## config.mk

```make
export PLATFORM = sky130hd
export DESIGN_NAME = buffer_drain_ctrl
export DESIGN_NICKNAME = d
export VERILOG_FILES = /design/src/rtl/buffer_drain_ctrl_pkg.sv /design/src/rtl/buffer_drain_ctrl_skid.sv /design/src/rtl/buffer_drain_ctrl.sv
export SDC_FILE = /design/constraint.sdc
export NUM_CORES = 1
export LEC_CHECK = 0
export ABC_AREA = 1
export BUFFER_PORTS_ARGS = -buffer_cell sky130_fd_sc_hd__buf_2
export CELL_PAD_IN_SITES_DETAIL_PLACEMENT = 1
export CELL_PAD_IN_SITES_GLOBAL_PLACEMENT = 1
export CORE_MARGIN = 2
export CORE_UTILIZATION = 45
export DETAILED_ROUTE_END_ITERATION = 8
export GPL_TIMING_DRIVEN = 0
export PLACE_DENSITY_LB_ADDON = 0.25
export REMOVE_ABC_BUFFERS = 1
export SLEW_MARGIN = 0
export SYNTH_ARGS = -nofsm -noshare
export SYNTH_HDL_FRONTEND = slang
export SYNTH_SLANG_ARGS = --single-unit
```

## constraint.sdc

```tcl
create_clock -name clk -period 8 [get_ports clk]
set_clock_uncertainty 0.05 [all_clocks]
set_input_delay 2.4 -clock clk [delete_from_list [all_inputs] [get_ports clk]]
set_output_delay 2.4 -clock clk [all_outputs]
set_load 0.01 [all_outputs]
```

## src/rtl/buffer_drain_ctrl_pkg.sv

```systemverilog
// ---------------------------------------------------------------------------
// buffer_drain_ctrl_pkg
//   Shared definitions for the post-FFT IQ buffer read-side controller:
//   default sample width, buffer/block sizes, FSM state encodings and the
//   fill-threshold clamp helper.
//   Ports: none (package).
// ---------------------------------------------------------------------------
package buffer_drain_ctrl_pkg;

  localparam int FP_DEF    = 10;   // buffer sample field; each rail is FP/2 bits
  localparam int BUF_DEPTH = 144;  // buffer capacity in samples
  localparam int PBCH_BLK  = 144;  // samples delivered per start command

  // FSM state encodings
  localparam logic [2:0] ST_IDLE  = 3'd0;
  localparam logic [2:0] ST_FILL  = 3'd1;
  localparam logic [2:0] ST_DRAIN = 3'd2;
  localparam logic [2:0] ST_FLUSH = 3'd3;
  localparam logic [2:0] ST_DONE  = 3'd4;

  // A fill threshold above the block size could never be satisfied by a
  // block-sized transaction, so it saturates at the block size.
  function automatic logic [7:0] clamp_thr(input logic [7:0] thr,
                                           input logic [7:0] blk);
    return (thr > blk) ? blk : thr;
  endfunction

endpackage

```

## src/rtl/buffer_drain_ctrl_skid.sv

```systemverilog
// ---------------------------------------------------------------------------
// iq_skid2
//   Two-entry FIFO for {i,q} samples sitting between the buffer's registered
//   read port and the output stream. The head entry is a register that
//   drives the stream directly, so the outputs are registered.
//   Ports:
//     clk, rst            clock, async active-low reset
//     clr                 synchronous flush (drops both entries)
//     wr, new_i, new_q    write one sample
//     rd                  remove the head sample (only when cnt != 0)
//     head_i, head_q      current head sample
//     cnt[1:0]            number of stored samples, 0..2
//   The caller guarantees no write into a full FIFO without a same-cycle read.
// ---------------------------------------------------------------------------
module iq_skid2 #(
  parameter int W = 5
) (
  input  logic         clk,
  input  logic         rst,
  input  logic         clr,
  input  logic         wr,
  input  logic [W-1:0] new_i,
  input  logic [W-1:0] new_q,
  input  logic         rd,
  output logic [W-1:0] head_i,
  output logic [W-1:0] head_q,
  output logic [1:0]   cnt
);

  logic [W-1:0] tail_i;
  logic [W-1:0] tail_q;

  // NOTE: sequential state uses non-blocking assignments so every register
  // samples pre-edge values regardless of block evaluation order.
  always_ff @(posedge clk or negedge rst) begin
    if (!rst) begin
      // NOTE: the data registers are reset too, because the head drives the
      // stream outputs, which must read zero while in reset.
      cnt    <= 2'd0;
      head_i <= '0;
      head_q <= '0;
      tail_i <= '0;
      tail_q <= '0;
    end else if (clr) begin
      cnt    <= 2'd0;
      head_i <= '0;
      head_q <= '0;
    end else begin
      case ({wr, rd})
        2'b10: begin
          if (cnt == 2'd0) begin
            head_i <= new_i;
            head_q <= new_q;
          end else begin
            tail_i <= new_i;
            tail_q <= new_q;
          end
          cnt <= cnt + 2'd1;
        end
        2'b01: begin
          head_i <= tail_i;
          head_q <= tail_q;
          cnt    <= cnt - 2'd1;
        end
        2'b11: begin
          // Count is unchanged; the new sample lands behind whatever remains.
          if (cnt == 2'd1) begin
            head_i <= new_i;
            head_q <= new_q;
          end else begin
            head_i <= tail_i;
            head_q <= tail_q;
            tail_i <= new_i;
            tail_q <= new_q;
          end
        end
        default: ;
      endcase
    end
  end

endmodule

```

## src/rtl/buffer_drain_ctrl.sv

```systemverilog
// ---------------------------------------------------------------------------
// buffer_drain_ctrl
//   Read-side controller for the post-FFT IQ buffer. Mirrors buffer occupancy
//   from push/pop, issues pops (never into an empty buffer), absorbs the
//   buffer's 1-cycle read latency through a 2-entry skid and delivers one
//   block of BLK samples per start on a valid/ready stream.
//   Ports:
//     clk, rst              clock, async active-low reset
//     start                 pulse: begin one block (ignored while busy)
//     abort                 cancel current block, back to IDLE (wins over start)
//     fill_thr[7:0]         occupancy needed before the first pop (clamped to BLK)
//     buf_push              copy of the buffer's push input
//     buf_pop               pop request to the buffer
//     buf_i, buf_q          buffer read data, valid the cycle after a pop
//     m_valid, m_ready      output stream handshake
//     m_i, m_q              output sample
//     m_idx[7:0], m_last    sample index in block, last-sample flag
//     busy, done, ovf       status: not idle, end-of-block pulse, sticky overflow
// ---------------------------------------------------------------------------
module buffer_drain_ctrl
  import buffer_drain_ctrl_pkg::*;
#(
  parameter int FP    = FP_DEF,
  parameter int DEPTH = BUF_DEPTH,
  parameter int BLK   = PBCH_BLK
) (
  input  logic              clk,
  input  logic              rst,
  input  logic              start,
  input  logic              abort,
  input  logic [7:0]        fill_thr,
  input  logic              buf_push,
  output logic              buf_pop,
  input  logic [FP/2-1:0]   buf_i,
  input  logic [FP/2-1:0]   buf_q,
  output logic              m_valid,
  input  logic              m_ready,
  output logic [FP/2-1:0]   m_i,
  output logic [FP/2-1:0]   m_q,
  output logic [7:0]        m_idx,
  output logic              m_last,
  output logic              busy,
  output logic              done,
  output logic              ovf
);

  localparam int         W        = FP / 2;
  localparam logic [7:0] DEPTH_C  = 8'(DEPTH);
  localparam logic [7:0] BLK_C    = 8'(BLK);
  localparam logic [7:0] LAST_IDX = 8'(BLK - 1);

  logic [2:0] state;
  logic [2:0] state_nxt;
  logic [7:0] occ;
  logic [7:0] issued;
  logic [7:0] idx;
  logic       inflight;   // a pop happened last edge; its data is on buf_i now
  logic [1:0] skid_cnt;
  logic [2:0] pending;
  logic       room;
  logic       xfer;
  logic       thr_met;

  assign xfer    = m_valid & m_ready;
  assign thr_met = (occ >= clamp_thr(fill_thr, BLK_C));

  // Samples that will sit in the skid once everything already requested has
  // landed. A transfer this cycle frees one slot, which is what allows one
  // pop per clock while the stream is flowing.
  assign pending = {1'b0, skid_cnt} + {2'b00, inflight};
  assign room    = xfer ? (pending < 3'd3) : (pending < 3'd2);

  // Gated by the registered occupancy only: a push in the same cycle does not
  // make an empty buffer poppable.
  assign buf_pop = (state == ST_DRAIN) && (occ != 8'd0) && (issued < BLK_C) && room;

  assign m_valid = (skid_cnt != 2'd0);
  assign m_idx   = idx;
  assign m_last  = m_valid && (idx == LAST_IDX);
  assign busy    = (state != ST_IDLE);
  assign done    = (state == ST_DONE);

  // -------------------------------------------------------------------------
  // FSM
  // -------------------------------------------------------------------------
  always_comb begin
    // NOTE: default assignment first, so no path through the block leaves
    // state_nxt unassigned and no latch is inferred.
    state_nxt = state;
    case (state)
      ST_IDLE:  if (start) state_nxt = ST_FILL;
      ST_FILL:  if (thr_met) state_nxt = ST_DRAIN;
      ST_DRAIN: if (issued == BLK_C) state_nxt = ST_FLUSH;
      ST_FLUSH: if (xfer && (idx == LAST_IDX)) state_nxt = ST_DONE;
      ST_DONE:  state_nxt = ST_IDLE;
      default:  state_nxt = ST_IDLE;
    endcase
    if (abort) state_nxt = ST_IDLE;
  end

  always_ff @(posedge clk or negedge rst) begin
    if (!rst) state <= ST_IDLE;
    else      state <= state_nxt;
  end

  // -------------------------------------------------------------------------
  // Occupancy mirror: follows the buffer's own push/pop rules exactly.
  // abort does not touch it, since pops already issued did drain the buffer.
  // -------------------------------------------------------------------------
  always_ff @(posedge clk or negedge rst) begin
    if (!rst) begin
      occ <= 8'd0;
      ovf <= 1'b0;
    end else begin
      case ({buf_push, buf_pop})
        2'b10: begin
          if (occ < DEPTH_C) occ <= occ + 8'd1;
          else               ovf <= 1'b1;
        end
        2'b01: if (occ != 8'd0) occ <= occ - 8'd1;
        2'b11: if (occ == 8'd0) occ <= 8'd1;  // buffer treats it as push only
        default: ;
      endcase
    end
  end

  // -------------------------------------------------------------------------
  // Issue / delivery counters and the read-latency flag
  // -------------------------------------------------------------------------
  always_ff @(posedge clk or negedge rst) begin
    if (!rst) begin
      issued   <= 8'd0;
      idx      <= 8'd0;
      inflight <= 1'b0;
    end else if (abort) begin
      issued   <= 8'd0;
      idx      <= 8'd0;
      inflight <= 1'b0;
    end else begin
      inflight <= buf_pop;
      if (state == ST_DONE) issued <= 8'd0;
      else if (buf_pop)     issued <= issued + 8'd1;
      if (xfer) idx <= (idx == LAST_IDX) ? 8'd0 : idx + 8'd1;
    end
  end

  iq_skid2 #(.W(W)) u_skid (
    .clk    (clk),
    .rst    (rst),
    .clr    (abort),
    .wr     (inflight),
    .new_i  (buf_i),
    .new_q  (buf_q),
    .rd     (xfer),
    .head_i (m_i),
    .head_q (m_q),
    .cnt    (skid_cnt)
  );

endmodule

```

==> flow_metrics.env <==
export IMPL_ir_drop_v=0.000154
export IMPL_viasPerCell=5.13
export IMPL_root_buffer="clkbuf_8"
export IMPL_hp_class="reg2reg"
export IMPL_drtPass1Iterations=4
export IMPL_yosys_area_top_type="dfrtp_1"
export IMPL_path_class="in2out"
export IMPL_required_ps=5550
export IMPL_post_cts_resized=0
export IMPL_synthArstFlopShare_pct=100
export IMPL_synthTopCellsByArea="dfrtp_1 (39%), nand2_1 (11%), inv_1 (8.7%), ha_1 (8.5%), o21ai_0 (4.9%)"
export IMPL_cp_start_kind="input pin"
export IMPL_synth_seq_cells=51
export IMPL_clk_pin_slew_worst_paths_ps=90
export IMPL_synth_cell_types=37
export IMPL_cp_max_fo=12
export IMPL_antenna_found_initial=0
export IMPL_core_region_area_sq_um=6870
export IMPL_fin_tns_setup_ps=0
export IMPL_synth_top_area_share_pct=39.4
export IMPL_die_x_um=88.9
export IMPL_cts_num_sinks=51
export IMPL_n_antenna_cell=0
export IMPL_slew_headroom_pct=13.6
export IMPL_status="completed"
export IMPL_clk_latency_ps=310
export IMPL_cap_viol_max_count=0
export IMPL_max_freq_ghz=0.159
export IMPL_cts_tree="yes"
export IMPL_gp_congestion=0.821
export IMPL_first_iter_violations=88
export IMPL_row_count=30
export IMPL_ys_seq_area_share_pct=39.4
export IMPL_yosysWarnings=0
export IMPL_netlist_area_sq_um=3240
export IMPL_grt_pass1_wl_um=13800
export IMPL_cts_hold_buf=0
export IMPL_placed_cell_area_sq_um=3560
export IMPL_synthXorXnorAreaFrac_pct=2.93
export IMPL_synthTopCellsByCount="nand2_1 (99), inv_1 (75), dfrtp_1 (51), nor2_1 (32), o21ai_0 (32)"
export IMPL_post_route_drc_count=0
export IMPL_routed_wirelength_um=8000
export IMPL_setup_viol=0
export IMPL_grt_usage_pct=22.1
export IMPL_slew_violations=0
export IMPL_powerDensity_nw_per_um2=281
export IMPL_area_growth_pct=14.4
export IMPL_clock_path_buffers=2
export IMPL_grt_start_max_net_pins=52
export IMPL_synth_compound_area_share_pct=14.2
export IMPL_pin_count=48
export IMPL_die_h_um=88.9
export IMPL_fillerInstances=888
export IMPL_synth_ff_type="dfrtp_1"
export IMPL_rsz0062_at_grt="false"
export IMPL_wl_per_cell_um=14.0
export IMPL_die_area_sq_um=7900
export IMPL_holdWs_ps=431
export IMPL_portBuffers=47
export IMPL_synth_edf_count=0
export IMPL_dp_hpwl_um=6100
export IMPL_period_share_pct=78.4
export IMPL_final_nets=520
export IMPL_hold_violations=0
export IMPL_synth_fa_ha_area_share_pct=9.11
export IMPL_end_kind="primary output"
export IMPL_period_minus_slack_ps=6270
export IMPL_muxShareOfSynthArea_pct=0
export IMPL_avgSynthCellArea_sq_um=7.61
export IMPL_vias=2926
export IMPL_yosys_area_share_simple_pct=24.1
export IMPL_synth_top_family_by_area="simple AND/OR/NAND/NOR gates"
export IMPL_synthCells=426
export IMPL_fin_area_sq_um=3710
export IMPL_post_cts_buffers=0
export IMPL_initial_core_util_pct=47.2
export IMPL_final_util_pct=54.0
export IMPL_worst_pin_slew_ps=1280
export IMPL_arrival_ps=3820
export IMPL_total_power_mw=1.04
export IMPL_drive_above_1_share_pct=16.0
export IMPL_numCtsBuffers=5
export IMPL_ant_nets=0
export IMPL_synth_most_common_cell="nand2_1"
export IMPL_cts_max_level=2
export IMPL_grt_remaining_overflow=0
export IMPL_grt_pass1_vias=3102
export IMPL_p_leak_nw=1.98
final cells by class:
| cell class | count | area (sq um) | share of cell area (%) |
|---|---|---|---|
| clock buffers | 5 | 68.8 | 1.86 |
| inverters | 79 | 299 | 8.07 |
| repair buffers | 47 | 235 | 6.34 |
| well taps | 96 | 120 | 3.24 |
| flip-flops and latches | 51 | 1280 | 34.4 |
| clock inverters | 3 | 67.6 | 1.82 |
| multi-input cells | 289 | 1640 | 44.2 |
report_power, final:
| part | total, mW | internal, mW | leakage (nW) | switching [mW] |
|---|---|---|---|---|
| clock | 0.215 | 0.125 | 0.0644 | 0.0904 |
| sequential | 0.380 | 0.323 | 0.674 | 0.0570 |
| combinational | 0.448 | 0.167 | 1.24 | 0.281 |
metal layers:
metal | global-route usage, % | wire length, um | part of all wire, %
met1 | 28.2 | 3630 | 45
met2 | 39.7 | 4130 | 52
met3 | 3.17 | 194 | 2.4
met4 | 4.55 | 46 | 0.58
met5 | 0 | 0 | 0
path summary, 6_finish.rpt:
| path | from | to | slack [ps] | cells after the start |
|---|---|---|---|---|
| max in group asynchronous | rst | u_skid.tail_i[0] | 4950 | 1 |
| worst min-delay path | ovf | ovf | 430 | 1 |
| worst max register to register | u_skid.cnt[0] | occ[7] | 4490 | 17 |
| worst min register to register | ovf | ovf | 430 | 1 |
| worst max-delay path | m_ready | buf_pop | 1730 | 8 |
| min in group asynchronous | rst | m_idx[3] | 2260 | 1 |
cells in the final DEF, fill, tap and decap left out, types with 3 or more instances in the layout:
master / netlist / final
a21oi_1: 16 / 16
buf_2: 4 / 47
clkbuf_8: 0 / 5
dfrtp_1: 51 / 51
ha_1: 22 / 22
inv_1: 75 / 75
inv_2: 3 / 3
nand2_1: 99 / 99
nand2_2: 4 / 4
nand3_1: 21 / 21
nand4_1: 8 / 8
nor2_1: 32 / 32
nor2_2: 3 / 3
nor3_1: 3 / 3
o21ai_0: 32 / 32
o21ai_2: 3 / 3
o22ai_1: 16 / 16
xnor2_1: 3 / 3
xor2_1: 6 / 6
stage by stage:
stage	setup WS, ps	std cells
5_1_grt	1530	570
4_1_cts	1730	570
2_1_floorplan	2230	419
3_3_place_gp	1730	562
3_5_place_dp	1730	562
6_report	1730	570
flip-flops by register name, indices dropped and copies added (netlist names):
register       flops
u_skid.cnt         2
state              3
occ                8
m_idx              8
ovf                1
inflight           1
issued             8
u_skid.head_i      5
u_skid.tail_i      5
u_skid.head_q      5
u_skid.tail_q      5
worst max-delay path, cell delays in order:
cell,delay (ps)
buf_2,90
inv_1,50
nor2_1,620
nor2_1,110
nor2_2,130
nand2_2,110
nor2_8,160
buf_2,150
kinds of logic after synthesis:
kind of cell	count (synthesis)
and+or+nand+nor	176
buffers and inverters	86
AOI/OAI and AO/OA	80
DFF	51
adders and majority gates	23
xor gates and xnor gates	10
Power figures use the tool's default switching activity.
